===== src/rtl/vend_pkg.sv =====
// Shared types and constants for the vending transaction controller.
package vend_pkg;

    localparam int unsigned CENTS_W = 13;
    localparam int unsigned COIN_W  = 4;

    localparam int unsigned COIN_5_IDX   = 0;
    localparam int unsigned COIN_10_IDX  = 1;
    localparam int unsigned COIN_25_IDX  = 2;
    localparam int unsigned COIN_100_IDX = 3;

    localparam logic [CENTS_W-1:0] COIN_5_VAL   = CENTS_W'(5);
    localparam logic [CENTS_W-1:0] COIN_10_VAL  = CENTS_W'(10);
    localparam logic [CENTS_W-1:0] COIN_25_VAL  = CENTS_W'(25);
    localparam logic [CENTS_W-1:0] COIN_100_VAL = CENTS_W'(100);

    typedef enum logic [1:0] {
        IDLE   = 2'd0,
        PAY    = 2'd1,
        VEND   = 2'd2,
        REFUND = 2'd3
    } state_t;

    // Value of a one-hot coin pulse; callers only use it when exactly one bit is set.
    function automatic logic [CENTS_W-1:0] coin_value(input logic [COIN_W-1:0] coin);
        logic [CENTS_W-1:0] v;
        v = '0;
        if (coin[COIN_5_IDX])        v = COIN_5_VAL;
        else if (coin[COIN_10_IDX])  v = COIN_10_VAL;
        else if (coin[COIN_25_IDX])  v = COIN_25_VAL;
        else if (coin[COIN_100_IDX]) v = COIN_100_VAL;
        return v;
    endfunction

endpackage


===== src/rtl/vend_timer.sv =====
// Inactivity down-counter; expired is high once TIMEOUT_CYCLES-1 enabled cycles have elapsed since clear.
module vend_timer #(
    parameter int unsigned TIMEOUT_CYCLES = 1000000000
) (
    input  logic clk,
    input  logic rst_n,
    input  logic clr,
    input  logic en,
    output logic expired
);

    localparam int unsigned CNT_W = ($clog2(TIMEOUT_CYCLES) > 0) ? $clog2(TIMEOUT_CYCLES) : 1;
    localparam logic [CNT_W-1:0] LOAD = CNT_W'(TIMEOUT_CYCLES - 1);

    logic [CNT_W-1:0] count;

    // expired is kept as a register that mirrors (count == 0)
    always_ff @(posedge clk or negedge rst_n) begin
        if (!rst_n) begin
            count   <= LOAD;
            expired <= (LOAD == '0);
        end else if (clr) begin
            count   <= LOAD;
            expired <= (LOAD == '0);
        end else if (en && (count != '0)) begin
            count   <= count - CNT_W'(1);
            expired <= (count == CNT_W'(1));
        end
    end

endmodule


===== src/rtl/vend_controller.sv =====
// Vending transaction FSM: latches the selected price, accumulates coin credit,
// and finishes with a vend (plus change) or a refund on cancel/timeout.
module vend_controller
    import vend_pkg::*;
#(
    parameter int unsigned TIMEOUT_CYCLES = 1000000000,
    parameter int unsigned MAX_CREDIT     = 8000
) (
    input  logic               clk,
    input  logic               rst_n,
    input  logic               sel_done,
    input  logic               code_v,
    input  logic [CENTS_W-1:0] price,
    input  logic [COIN_W-1:0]  coin,
    input  logic               cancel,
    output logic [CENTS_W-1:0] credit,
    output logic               busy,
    output logic               coin_reject,
    output logic               err_invalid,
    output logic               vend,
    output logic               refund,
    output logic [CENTS_W-1:0] change,
    output logic               change_valid
);

    state_t             state_q, state_d;
    logic [CENTS_W-1:0] price_q, price_d;
    logic [CENTS_W-1:0] credit_d, change_d, coin_val;
    logic [CENTS_W:0]   credit_sum;
    logic               coin_accept, coin_reject_d, err_invalid_d;
    logic               vend_d, refund_d, busy_d;
    logic               timer_clr, timer_en, timer_expired;

    vend_timer #(.TIMEOUT_CYCLES(TIMEOUT_CYCLES)) u_timer (
        .clk     (clk),
        .rst_n   (rst_n),
        .clr     (timer_clr),
        .en      (timer_en),
        .expired (timer_expired)
    );

    assign coin_val   = coin_value(coin);
    assign credit_sum = (CENTS_W+1)'(credit) + (CENTS_W+1)'(coin_val);

    always_comb begin
        state_d       = state_q;
        price_d       = price_q;
        credit_d      = credit;
        change_d      = change;
        coin_accept   = 1'b0;
        coin_reject_d = 1'b0;
        err_invalid_d = 1'b0;
        timer_clr     = 1'b0;
        timer_en      = 1'b0;

        case (state_q)
            IDLE: begin
                coin_reject_d = |coin;
                if (sel_done) begin
                    if (code_v) begin
                        price_d   = price;
                        timer_clr = 1'b1;
                        state_d   = PAY;
                    end else begin
                        err_invalid_d = 1'b1;
                    end
                end
            end
            PAY: begin
                if (|coin) begin
                    if ($onehot(coin) && (credit_sum <= (CENTS_W+1)'(MAX_CREDIT))) begin
                        coin_accept = 1'b1;
                        credit_d    = credit + coin_val;
                        timer_clr   = 1'b1;
                    end else begin
                        coin_reject_d = 1'b1;
                    end
                end
                // Cancel wins over payment; a same-cycle accepted coin is part of the refund
                if (cancel) begin
                    state_d  = REFUND;
                    change_d = credit_d;
                end else if (credit_d >= price_q) begin
                    state_d  = VEND;
                    change_d = credit_d - price_q;
                end else if (timer_expired && !coin_accept) begin
                    state_d  = REFUND;
                    change_d = credit_d;
                end else begin
                    timer_en = !coin_accept;
                end
            end
            VEND, REFUND: begin
                coin_reject_d = |coin;
                credit_d      = '0;
                state_d       = IDLE;
            end
            default: state_d = IDLE;
        endcase

        vend_d   = (state_d == VEND);
        refund_d = (state_d == REFUND);
        busy_d   = (state_d != IDLE);
    end

    always_ff @(posedge clk or negedge rst_n) begin
        if (!rst_n) begin
            state_q      <= IDLE;
            price_q      <= '0;
            credit       <= '0;
            busy         <= 1'b0;
            coin_reject  <= 1'b0;
            err_invalid  <= 1'b0;
            vend         <= 1'b0;
            refund       <= 1'b0;
            change       <= '0;
            change_valid <= 1'b0;
        end else begin
            state_q      <= state_d;
            price_q      <= price_d;
            credit       <= credit_d;
            busy         <= busy_d;
            coin_reject  <= coin_reject_d;
            err_invalid  <= err_invalid_d;
            vend         <= vend_d;
            refund       <= refund_d;
            change       <= change_d;
            change_valid <= vend_d | refund_d;
        end
    end

endmodule


===== config.mk =====
export PLATFORM = sky130hd
export DESIGN_NAME = vend_controller
export DESIGN_NICKNAME = d
export VERILOG_FILES = /design/src/rtl/vend_pkg.sv /design/src/rtl/vend_timer.sv /design/src/rtl/vend_controller.sv
export SDC_FILE = /design/constraint.sdc
export NUM_CORES = 1
export LEC_CHECK = 0
export ABC_AREA = 0
export BUFFER_PORTS_ARGS = -buffer_cell sky130_fd_sc_hd__buf_2
export CORE_UTILIZATION = 55
export DETAILED_ROUTE_END_ITERATION = 10
export PLACE_DENSITY = 0.85
export SYNTH_ARGS = -nofsm -noshare
export SYNTH_HDL_FRONTEND = slang
export SYNTH_SLANG_ARGS = --single-unit

===== constraint.sdc =====
create_clock -name clk -period 6.05 [get_ports clk]
set_input_delay 1.21 -clock clk [delete_from_list [all_inputs] [get_ports clk]]
set_output_delay 1.21 -clock clk [all_outputs]
set_load 0.01 [all_outputs]

# Yosys cells after proc, flatten, opt, wreduce, memory -nomap -nowiden
# Index checks and enable logic that the tools add are counted.
[totals]
register_bits = 78
[classes]
eq_ne = 7
order_cmp = 2
bitwise = 1
n_mux = 37
reduce_logical = 15
addsub = 7
[op_table]
columns = ["op", "count"]
rows = [
  ["two-way mux 13 bit", 7],
  ["two-way mux 30 bit", 2],
  ["equality test 30 x 1 -> 1 bit (second input constant)", 1],
  ["nonzero test 30 bit", 1],
  ["subtractor 30 x 1 -> 30 bit (second input constant)", 1],
  ["one-hot mux 13 bit (2 select lines)", 1],
  ["two-way mux 7 bit", 3],
  ["two-way mux 1 bit", 16],
  ["adder 13 x 13 -> 14 bit", 1],
  ["less-or-equal comparator 14 x 13 -> 1 bit (second input constant)", 1],
  ["adder 13 bit", 1],
  ["greater-or-equal comparator 13 bit", 1],
  ["subtractor 13 bit", 1],
  ["two-way mux 2 bit", 5],
  ["equality test 2 bit (second input constant)", 4],
  ["one-hot mux 2 bit (3 select lines)", 1],
  ["nonzero test 2 bit", 3],
  ["adder 1 x 1 -> 2 bit", 2],
  ["one-hot mux 1 bit (2 select lines)", 2],
  ["OR reduction 4 bit", 1],
  ["adder 2 x 2 -> 3 bit", 1],
  ["equality test 3 x 1 -> 1 bit (second input constant)", 1],
  ["logical AND 1 bit", 3],
  ["AND reduction 3 bit", 1],
  ["8 further kinds", 8],
]

# Logic depth before layout (Yosys ltp)
# Gate-level depths: netlist (run 1).
[depth]
ltp_word = 19
ltp_mapped = 25
ltp_nobuf = 23

# Hierarchy
# A second synthesis (run 1) with hierarchy kept.
[unflattened]
hier_cells = 576
hier_area_um2 = 5250.0
[by_module_without_submodules]
columns = ["module", "cells_per_inst", "area_per_inst_um2", "seq_area_each_um2", "n_inst"]
rows = [
  ["vend_controller", 394, 3455.8, 1176.1, 1],
  ["vend_timer", 182, 1794.2, 802.0, 1],
]

# Least setup slack after synthesis (run 1)
# Ideal clock, no wire load.
[synth_timing]
path_type = "input-to-reg"
startpoint = "in coin[1]"
endpoint = "reg u_timer.count[18]"
path_buffers = 2
setup_ps = 123
t_required_ps = 5927
t_arrival_ps = 5836
slack_ps = 91
stages = 24
cell_sequence = "inv_1 nand2_1 nand2_1 ha_1 inv_1 fa_1 nand2b_1 a2111oi_0 a311o_2 o221ai_2 o31a_1 buf_6 buf_2 nor2_1 nor2_1 ha_1 and4_1 a41oi_1 nand2_1 o32ai_1 o21ai_0 nor4_4 or4b_1 mux2i_1"
[synth_via]
elab_chain_len = 16
[synth_lines]
columns = ["element", "line_no", "text"]
rows = [
  ["start: declaration", "vend_controller.sv:14", "input logic [COIN_W-1:0] coin,"],
  ["parallel branches: the longest is 16 deep, another holds adder 13 x 13 -> 14 bit", "n/a", ""],
  ["end signal: assignment", "vend_timer.sv:26", "count <= count - CNT_W'(1);"],
  ["end: declaration", "vend_timer.sv:15", "logic [CNT_W-1:0] count;"],
]
# Parallel ways; which one is timed is not known. The select of a mux whose other input is x is not followed.
# A chain may end at the register's enable or synchronous reset.

# Worst setup path in the final report (run 1)
[layout_timing]
startpoint = "in coin[0]"
endpoint = "reg u_timer.count[18]"
[layout_via]
elab_chain_len = 15
[layout_lines]
columns = ["element"]
rows = [
  ["parallel branches: the longest is 15 deep, another holds adder 13 x 13 -> 14 bit"],
]
# Parallel ways; which one is timed is not known. The select of a mux whose other input is x is not followed.

==> impl_metrics.ini, run 1 <==
[worst_setup_path]
crit_type = input pin to register
start_kind = input pin
r2r_cells = 18
r2r_slack_ps = 1020
crit_fanout = 6
crit_required_ps = 6290
cpPeakStageDelay_ps = 500
worstPathArrival_ps = 6010
reg2reg_from = credit[0]$_DFFE_PN0N_
crit_buf_inv = 3
path_delay_family = compound AO/OA/AOI/OAI gates
endpoint_kind = register
r2r-end = u_timer.count[18]$_DFFE_PN0P_
slowest_stage = or4b_4
cp_cell_sequence = buf_2, inv_1, ha_1, inv_1, fa_1, nand2b_1, a21o_1, a311o_2, o221ai_2, o31a_1, mux2i_1, ha_1, nor2b_1, o211a_1, o31ai_2, and4_1, o21ai_1, nor4_4, or4b_4, mux2i_1

[placed_design]
place_ws_ps = -224
port_buffers = 53
post-dp-hpwl_um = 10200
gp_congestion = 0.920

[clock_tree]
cts.sinks = 78
clockBufferDepth = 2
clk_latency_ps = 360
clkTransAtPathRegs_ps = 90
cts_tree = built
root_buffer = clkbuf_8
cts_buffers = 9
hold_buffers = 0
htreeDepth = 3

[global_routing]
grt_pass1_vias = 4817
gr-total-overflow = 0
grt_max_degree = 79
grt_antenna_before_repair = 0
grt_first_pass_wirelength_um = 22600
grt_usage_pct = 29.1

[power_and_ir_drop]
total_power_mw = 2.97
cellPowerDensity_nw_per_um2 = 468
ir_worst_vdd_mv = 0.243
p_leak_nw = 3.02

[final_layout]
syn2layout_area_growth_pct = 23.2
mostFrequentLayoutCells = 85 x buf_4, 64 x nand2_1, 57 x dfrtp_1
fillers = 681
drive_gt1_share_pct = 29.1
diodes = 0
final_common_cell = buf_4
nets = 751

[synth]
ys_seq_area_share_pct = 38.4
synthFlopType = dfrtp_1
yosys_warnings = 0
synth_seq_cells = 78
synthesis.nets = 625
yosysUniqueCellTypes = 70
syn_area_um2 = 5150
syn_avg_cell_area_um2 = 8.98
synth-edff-count = 0
netlist_instances = 574
async_reset_ff_share_pct = 100

[timing]
final-hold-violation-count = 0
fmax_mhz = 173
fin_ws_ps = 282
final-setup-viol-count = 0
maxSlewViolCount = 0
rsz0062_at_grt = true
tightest_slew_ps = 957
relSlewSlack_pct = 36.2
clock_skew_ps = 9.83
min_period_ps = 5770
period_share_pct = 95.3

[min_path]
hold_depth = 1
holdPathEnd = u_timer.count[13]$_DFFE_PN0P_
worstHoldStart = u_timer.count[13]$_DFFE_PN0P_
min_path_type = register to register

[route]
drc = 0
via_per_inst = 5.89
wl_per_cell_um = 16.5
drt_iter0_drc = 234
wl_um = 13500
detail-route-antenna-nets = 0
dr.pass1.iters = 5
vias = 4791

[floorplan]
placementRows = 34
die_area_um2 = 9760
die_x_um = 98.8
core-area_um2 = 8890
ioPinCount = 54
dieHeight_um = 98.8
start_util_pct = 58.0

[status]
status = finished, final reports clean

[run]
drv_cap = 0
logic make-up (layout without fill, tap and decap cells):
group | after synthesis | in the layout | synth area share [%]
DFF | 78 | 78 | 38.4
AOI/OAI and AO/OA | 119 | 119 | 15.6
muxes | 31 | 31 | 6.34
and+or+nand+nor | 218 | 218 | 21.3
xor gates and xnor gates | 34 | 34 | 5.78
adders and majority gates | 29 | 29 | 7.48
buffers and inverters | 65 | 196 | 5.15
power by group:
| part | leakage, nW | internal (mW) | total (mW) | switching, mW |
|---|---|---|---|---|
| clock network | 0.0989 | 0.194 | 0.401 | 0.207 |
| logic | 1.96 | 0.842 | 1.77 | 0.931 |
| registers | 0.955 | 0.665 | 0.796 | 0.131 |
| total | 3.02 | 1.70 | 2.97 | 1.27 |
per-layer routing:
layer,GRT usage (%),share of wire [%],up-vias
met5,0,0,-
met1,36.3,43,2350
met2,51.8,51,127
met3,3.48,3.9,24
li1,-,-,2290
met4,10.7,1.9,0
through the flow:
step | cell area (um2) | setup TNS (ps) | util, % | cells | hold WS [ps]
3_5_place_dp | 6100 | -912 | 68.6 | 795 | 469
5_1_grt | 6350 | -110 | 71.4 | 813 | 501
3_3_place_gp | 6100 | -76.7 | 68.6 | 795 | 463
2_1_floorplan | 5150 | 0 | - | 574 | 440
4_1_cts | 6290 | 0 | 70.8 | 811 | 481
6_report | 6350 | 0 | 71.4 | 813 | 477
worst register-to-register path: stages, from the launching register on:
cell and delay, ps:
dfrtp_1 420, ha_1 200, inv_1 60, fa_1 370, nand2b_1 190, a21o_1 180
a311o_2 390, o221ai_2 220, o31a_1 330, mux2i_1 270, ha_1 270, nor2b_1 140
o211a_1 230, o31ai_2 290, and4_1 290, o21ai_1 140, nor4_4 290, or4b_4 500
mux2i_1 130
worst max path at each step:
stage	startpoint	end	slack, ps	depth (start not counted)
global route	coin[1]	u_timer.count[18]$_DFFE_PN0P_	-50	25
global placement	coin[0]	u_timer.count[18]$_DFFE_PN0P_	-60	22
floorplan	coin[1]	u_timer.count[18]$_DFFE_PN0P_	90	24
detailed placement	coin[0]	u_timer.count[18]$_DFFE_PN0P_	-220	21
CTS	coin[0]	u_timer.count[18]$_DFFE_PN0P_	110	21
finish	coin[0]	u_timer.count[18]$_DFFE_PN0P_	280	20
flip-flops by register name, summed over array words and instances, names as in the netlist:
register	cells
err_invalid	1
price_q	13
busy	1
refund	1
change_valid	1
u_timer.expired	1
coin_reject	1
credit	13
state_q	2
u_timer.count	30
change	13
vend	1
synth_stat cells, drive strengths merged (2+ instances only):
| cell | number | area share, % |
|---|---|---|
| or4 | 2 | 0.29 |
| nor4 | 8 | 1.3 |
| mux2 | 13 | 2.8 |
| and3 | 9 | 1.1 |
| fa | 3 | 1.2 |
| and2 | 2 | 0.24 |
| nor3b | 3 | 0.44 |
| a21o | 11 | 1.6 |
| o211ai | 2 | 0.29 |
| o21a | 4 | 0.58 |
| or4b | 2 | 0.39 |
| or3b | 2 | 0.34 |
| and4 | 10 | 1.7 |
| o21ai | 27 | 2.6 |
| dfstp | 21 | 11 |
| ha | 26 | 6.3 |
| o22ai | 2 | 0.24 |
| a211o | 2 | 0.34 |
| mux2i | 18 | 3.5 |
| nand2b | 6 | 0.73 |
| a211oi | 14 | 2.1 |
| nand2 | 64 | 4.7 |
| nand4 | 5 | 0.61 |
| buf | 9 | 1.0 |
| xor2 | 4 | 0.68 |
| a22o | 2 | 0.34 |
| a22oi | 2 | 0.29 |
| or3 | 5 | 0.61 |
| dfrtp | 57 | 28 |
| a31oi | 2 | 0.36 |
| xnor2 | 30 | 5.1 |
| clkbuf | 14 | 1.0 |
| nor2 | 56 | 4.1 |
| inv | 42 | 3.1 |
| nor3 | 18 | 1.7 |
| nor4b | 3 | 0.51 |
| nand3 | 14 | 1.4 |
| a2111oi | 2 | 0.34 |
| nor2b | 3 | 0.36 |
| a311oi | 2 | 0.34 |
| a21oi | 29 | 2.8 |
| o31ai | 3 | 0.44 |
| or2 | 3 | 0.36 |
| o31a | 2 | 0.34 |
final cells by class:
class	count	area (um2)	share of cell area [%]
sequential	78	1980	31.2
inverter	42	158	2.48
multi-input combinational	431	2960	46.7
clock inverter	6	68.8	1.08
clock buffer	10	128	2.01
timing repair buffer	138	918	14.5
tap	108	135	2.13
what timing repair did:
| action | in CTS | in global routing |
|---|---|---|
| buffers inserted | 0 | 2 |
| resized for setup | 0 | 9 |
| endpoints found under the setup margin | 0 | 20 |
Power figures use the tool's default switching activity.
==> run 2: changes to the inputs <==
--- a/config.mk
+++ b/config.mk
@@ -7,9 +7,11 @@
 export LEC_CHECK = 0
 export ABC_AREA = 0
 export BUFFER_PORTS_ARGS = -buffer_cell sky130_fd_sc_hd__buf_2
+export CORE_MARGIN = 2
 export CORE_UTILIZATION = 55
 export DETAILED_ROUTE_END_ITERATION = 10
 export PLACE_DENSITY = 0.85
 export SYNTH_ARGS = -nofsm -noshare
 export SYNTH_HDL_FRONTEND = slang
+export SYNTH_HIERARCHICAL = 1
 export SYNTH_SLANG_ARGS = --single-unit
==> run 2 against run 1 <==
- the run now ends with setup timing left
- non-clock buffer count up 16
- cell count increased by 5.2%
- utilization rose by 5.6 points
- critical endpoint is now u_timer/count[22]$_DFFE_PN0P_
- register-to-register slack got worse by 570 ps
- sequential share of layout area decreased by 3.3 points
- highest routed layer unchanged
- combinational power about the same
- fmax fell by 8.1%
- total power fell by 1.4%
==> impl_metrics.ini, run 2 <==
[status]
status = complete, but fails checks
violations = setup timing

[synth]
ys_seq_area_share_pct = 37.7
async_reset_ff_share_pct = 100
yosysUniqueCellTypes = 78
synth.area.top_cells = dfrtp_1 27%, dfstp_2 11%, ha_1 6.2%, nand2_1 4.1%, nor2_1 3.9%
synth_seq_cells = 78
yosys_warnings = 6
syn_area_um2 = 5250
synth_area_leader_cell = dfrtp_1
synth_commonest_cells = 57 x dfrtp_1, 57 x nand2_1, 55 x nor2_1
syn_avg_cell_area_um2 = 9.11
synth-edff-count = 0
synthFlopType = dfrtp_1
netlist_instances = 576
synthesis.nets = 627
synth_top_cell_area_share_pct = 27.2

[global_routing]
grt_usage_pct = 30.4
grt_max_degree = 79
grt_antenna_before_repair = 0
grt_first_pass_wirelength_um = 24500
grt_pass1_vias = 4961
gr-total-overflow = 0

[final_layout]
diodes = 0
multiInputGateArea_um2 = 3580
regArea_um2 = 1980
largest_register_ffs = 30
nets = 772
final_util_pct = 77.0
final_common_cell = buf_4
fillers = 547
syn2layout_area_growth_pct = 35.5
drive_gt1_share_pct = 41.3
regMostFlops = u_timer/count
mostFrequentLayoutCells = 99 x buf_4, 57 x dfrtp_1, 54 x nand2_1

[floorplan]
placementRows = 35
die_area_um2 = 10300
dieHeight_um = 102
start_util_pct = 56.8
core-area_um2 = 9240
ioPinCount = 54
die_x_um = 102

[clock_tree]
cts_buffers = 9
hold_buffers = 0
htreeDepth = 3
clockBufferDepth = 2
root_buffer = clkbuf_8
clk_latency_ps = 360
cts.sinks = 78
clkTransAtPathRegs_ps = 90
cts_tree = built

[placed_design]
port_buffers = 53
gp_congestion = 0.935
place_ws_ps = -684
post-dp-hpwl_um = 10100

[worst_setup_path]
crit_fanout = 8
worstPathArrival_ps = 6530
start_kind = input pin
crit_type = input pin to register
crit_required_ps = 6310
endpoint_kind = register

[power_and_ir_drop]
p_leak_nw = 3.00
cellPowerDensity_nw_per_um2 = 412
ir_worst_vdd_mv = 0.320
total_power_mw = 2.93

[route]
detail-route-antenna-nets = 0
dr.pass1.iters = 6
vias = 5552
via_per_inst = 6.49
wl_um = 17400
wl_per_cell_um = 20.3
drc = 0
drt_iter0_drc = 719

[timing]
period_share_pct = 104
rsz0062_at_grt = true
fmax_mhz = 159
final-setup-viol-count = 23
relSlewSlack_pct = 35.1
maxSlewViolCount = 0
clock_skew_ps = 23.2
final-hold-violation-count = 0
tightest_slew_ps = 974
fin_ws_ps = -225
min_period_ps = 6270

[min_path]
min_path_type = register to register

[run]
drv_cap = 0
## run 2: cell count changes after synthesis, sizes merged, moves of 7 or more
cell / change
or3: +22
xnor2: -14
nand3: +13
o21ai: +13
a211oi: -11
and4: -10
inv: -10
or4: +9
a21o: -8
and3: -8
a31oi: +7
mux2i: -7
nor4: +7
## run 2: path summary, 6_finish.rpt
check	depth (start not counted)	endpoint	slack [ps]	start
min	1	change[0]$_DFFE_PN0P_	510	change[0]$_DFFE_PN0P_
max in group asynchronous	1	u_timer/count[12]$_DFFE_PN0P_	4410	rst_n
min in group asynchronous	1	credit[4]$_DFFE_PN0N_	1000	rst_n
min reg2reg	1	change[0]$_DFFE_PN0P_	510	change[0]$_DFFE_PN0P_
max reg2reg	23	u_timer/count[22]$_DFFE_PN0P_	450	credit[0]$_DFFE_PN0N_
max	26	u_timer/count[22]$_DFFE_PN0P_	-220	coin[0]
## run 2: cell type report
class,count,area share (%)
clock buffers,10,1.79
repair buffers,154,14.7
well taps,129,2.27
inverters,32,1.81
flip-flops and latches,78,27.8
clock inverters,6,1.21
multi-input cells,446,50.4
## run 2: kinds of logic (layout without fill, tap and decap cells)
logic type | count (synthesis) | count (layout) | share of synthesized area (%)
AO/OA/AOI/OAI | 124 | 125 | 16.7
XOR/XNOR | 26 | 26 | 4.34
adder cells (fa/ha/maj) | 29 | 29 | 7.34
buffers and inverters | 53 | 202 | 4.43
flip-flops | 78 | 78 | 37.7
multiplexers | 20 | 20 | 4.39
AND/OR/NAND/NOR | 246 | 246 | 25.1
## run 2: layer usage
metal  vias to the layer above  global-route usage, %  wire (um)
li1                       2370                      -          -
met1                      2622                   41.9       6840
met2                       438                   47.0       8010
met3                       122                   5.04       1570
met4                         0                   13.7        983
met5                         -                      0          0
## run 2: critical path: stages
cell and delay, ps:
buf_8 80, clkinvlp_4 150, nand2_2 120, ha_4 130
inv_2 30, fa_2 350, nand2b_4 180, a21oi_2 220
xor2_2 310, nor4_4 110, o31ai_4 370, nand2_4 140
mux2_4 350, inv_4 80, ha_4 190, nor2b_4 110
o21a_1 180, o21ai_2 160, a311o_1 260, a21oi_2 90
or4_4 500, nor2_4 230, nand3_2 110, o21bai_4 250
or3_1 360, a21oi_1 230
## run 2: stage by stage
stage	hold slack, ps	cells	TNS, ps	instance area (um2)
3_3_place_gp	469	815	-6610	6310
6_report	511	855	-2700	7110
3_5_place_dp	475	815	-16380	6310
2_1_floorplan	452	576	-1.55	5420
5_1_grt	542	855	-6980	7110
4_1_cts	496	842	0	6760
## run 2: repair_timing
action,CTS,global route
cloned,1,0
pin swaps,17,24
buffers inserted,10,13
resized for setup,26,43
endpoints found under the setup margin,30,33
## run 2: power by group
group          internal (mW)  switching (mW)
Sequential             0.649           0.106
Combinational          0.809           0.928
Clock                  0.232           0.205
Total                   1.69            1.24
==> run 3: changes to the inputs <==
--- a/config.mk
+++ b/config.mk
@@ -8,10 +8,9 @@
 export ABC_AREA = 0
 export BUFFER_PORTS_ARGS = -buffer_cell sky130_fd_sc_hd__buf_2
 export CORE_MARGIN = 2
-export CORE_UTILIZATION = 55
+export CORE_UTILIZATION = 60
 export DETAILED_ROUTE_END_ITERATION = 10
-export PLACE_DENSITY = 0.85
+export PLACE_DENSITY = 0.91
 export SYNTH_ARGS = -nofsm -noshare
 export SYNTH_HDL_FRONTEND = slang
-export SYNTH_HIERARCHICAL = 1
 export SYNTH_SLANG_ARGS = --single-unit
==> run 3 against run 2 <==
- the flow still finishes with violations (setup timing)
- fmax grew 1.5%
- via count shrank 6.3%
- flip-flop and latch count stayed put
- sequential power up 6.8%
- non-clock buffer count fell by 25
- utilization shrank 0.21 points
- total power is 3.7% higher
- worst hold slack worse by 27 ps
- worst setup slack improved by 95 ps
- critical endpoint is now u_timer.count[26]$_DFFE_PN0P_
==> impl_metrics.ini, run 3 (synthesized netlist as in run 1, its figures left out) <==
[worst_setup_path]
endpoint_kind = register
crit_type = input pin to register
crit_required_ps = 6310
r2r_cells = 20
start_kind = input pin
crit_fanout = 5
worstPathArrival_ps = 6440

[route]
wl_per_cell_um = 20.0
vias = 5200
wl_um = 16000
drc = 0
via_per_inst = 6.49
dr.pass1.iters = 6
drt_iter0_drc = 578
detail-route-antenna-nets = 0

[clock_tree]
cts_tree = built
clkTransAtPathRegs_ps = 90
clockBufferDepth = 2
clk_latency_ps = 370
cts_buffers = 9
root_buffer = clkbuf_8
htreeDepth = 3
cts.sinks = 78

[floorplan]
die_area_um2 = 9350
die_x_um = 96.7
placementRows = 33
core-area_um2 = 8260
start_util_pct = 62.4
dieHeight_um = 96.7
ioPinCount = 54

[final_layout]
drive_gt1_share_pct = 30.0
nets = 742
largest_register_ffs = 30
final_common_cell = buf_4
diodes = 0
fillers = 513
final_util_pct = 76.8
regArea_um2 = 1980
syn2layout_area_growth_pct = 23.0
layoutNonFillerInstCount = 801
mostFrequentLayoutCells = 77 x buf_4, 64 x nand2_1, 57 x dfrtp_1
multiInputGateArea_um2 = 3060
final_cell_area_um2 = 6340
regMostFlops = u_timer.count

[placed_design]
port_buffers = 53
place_ws_ps = -559
dpl_cell_area_um2 = 5990
post-dp-hpwl_um = 10600
dpl.cell_count = 780
gp_congestion = 1.02

[global_routing]
grt_usage_pct = 31.4
grt_antenna_before_repair = 0
grt_max_degree = 79
gr-total-overflow = 0
grt_first_pass_wirelength_um = 24100
grt_pass1_vias = 5123

[timing]
final-setup-viol-count = 4
maxSlewViolCount = 0
clock_skew_ps = 17.3
fmax_mhz = 162
min_period_ps = 6180
whs_ps = 484
fin_ws_ps = -130
period_share_pct = 102
setup_tns_ps = -256
final-hold-violation-count = 0
tightest_slew_ps = 981
relSlewSlack_pct = 34.6

[status]
status = complete, but fails checks
violations = setup timing

[min_path]
min_path_type = register to register
hold_depth = 1

[power_and_ir_drop]
ir_worst_vdd_mv = 0.217
total_power_mw = 3.04
p_leak_nw = 2.98
cellPowerDensity_nw_per_um2 = 479

[run]
drv_cap = 0
[run 3: changes by cell type in the layout (fill, tap and decap cells not counted), moves of 9 or more]
cell	delta
buf_4	-22
xnor2_1	+17
inv_1	+15
or3_1	-13
ha_1	+12
ha_4	-12
nand3_1	-11
nand2_1	+10
and4_1	+9
mux2_2	+9
[run 3: critical path, stage by stage]
cell	delay [ps]
buf_2	90
inv_1	90
buf_4	150
fa_1	540
inv_1	50
ha_1	180
ha_1	270
nor2_1	110
nand2_1	100
a311oi_1	290
buf_4	190
o31a_1	230
buf_4	150
mux2i_1	370
ha_1	330
nor2b_1	160
o211a_1	220
o31ai_2	270
and4_2	320
o21ai_2	110
nor4_4	340
buf_4	180
or3b_1	350
mux2i_1	130
[run 3: repair_timing]
action | in CTS | in global routing
endpoints found under the setup margin | 18 | 40
endpoints found under the hold margin | 0 | 0
gates resized for setup | 4 | 21
setup buffers | 0 | 5
pin swaps | 0 | 7
hold buffers | 0 | 0
[run 3: final timing paths]
| path | startpoint | to | slack, ps |
|---|---|---|---|
| hold / removal | u_timer.count[13]$_DFFE_PN0P_ | u_timer.count[13]$_DFFE_PN0P_ | 480 |
| hold reg to reg | u_timer.count[13]$_DFFE_PN0P_ | u_timer.count[13]$_DFFE_PN0P_ | 480 |
| setup reg to reg | credit[0]$_DFFE_PN0N_ | u_timer.count[26]$_DFFE_PN0P_ | 490 |
| max in group asynchronous | rst_n | credit[2]$_DFFE_PN0N_ | 4420 |
| setup / recovery | coin[0] | u_timer.count[26]$_DFFE_PN0P_ | -130 |
| min in group asynchronous | rst_n | change[0]$_DFFE_PN0P_ | 1000 |
[run 3: routing by layer]
layer  vias to the layer above  global-route usage, %  routed length, um
li1                       2274                      -                  -
met1                      2444                   36.2               5730
met2                       356                   55.7               7940
met3                       126                   6.07               1320
met4                         0                   15.2               1030
met5                         -                      0                  0
[run 3: area by class of cell]
cell class | instances | share of cell area (%)
Multi-Input combinational cell | 431 | 48.2
Sequential cell | 78 | 31.2
Timing Repair Buffer | 129 | 13.2
Inverter | 42 | 2.49
Clock buffer | 11 | 2.23
Tap cell | 105 | 2.07
Clock inverter | 5 | 0.553
[run 3: power breakdown]
group / internal [mW] / switching (mW) / leakage (nW) / total (mW)
Combinational: 0.809 / 1.06 / 1.93 / 1.86
Sequential: 0.665 / 0.141 / 0.955 / 0.806
Clock: 0.160 / 0.208 / 0.0893 / 0.369
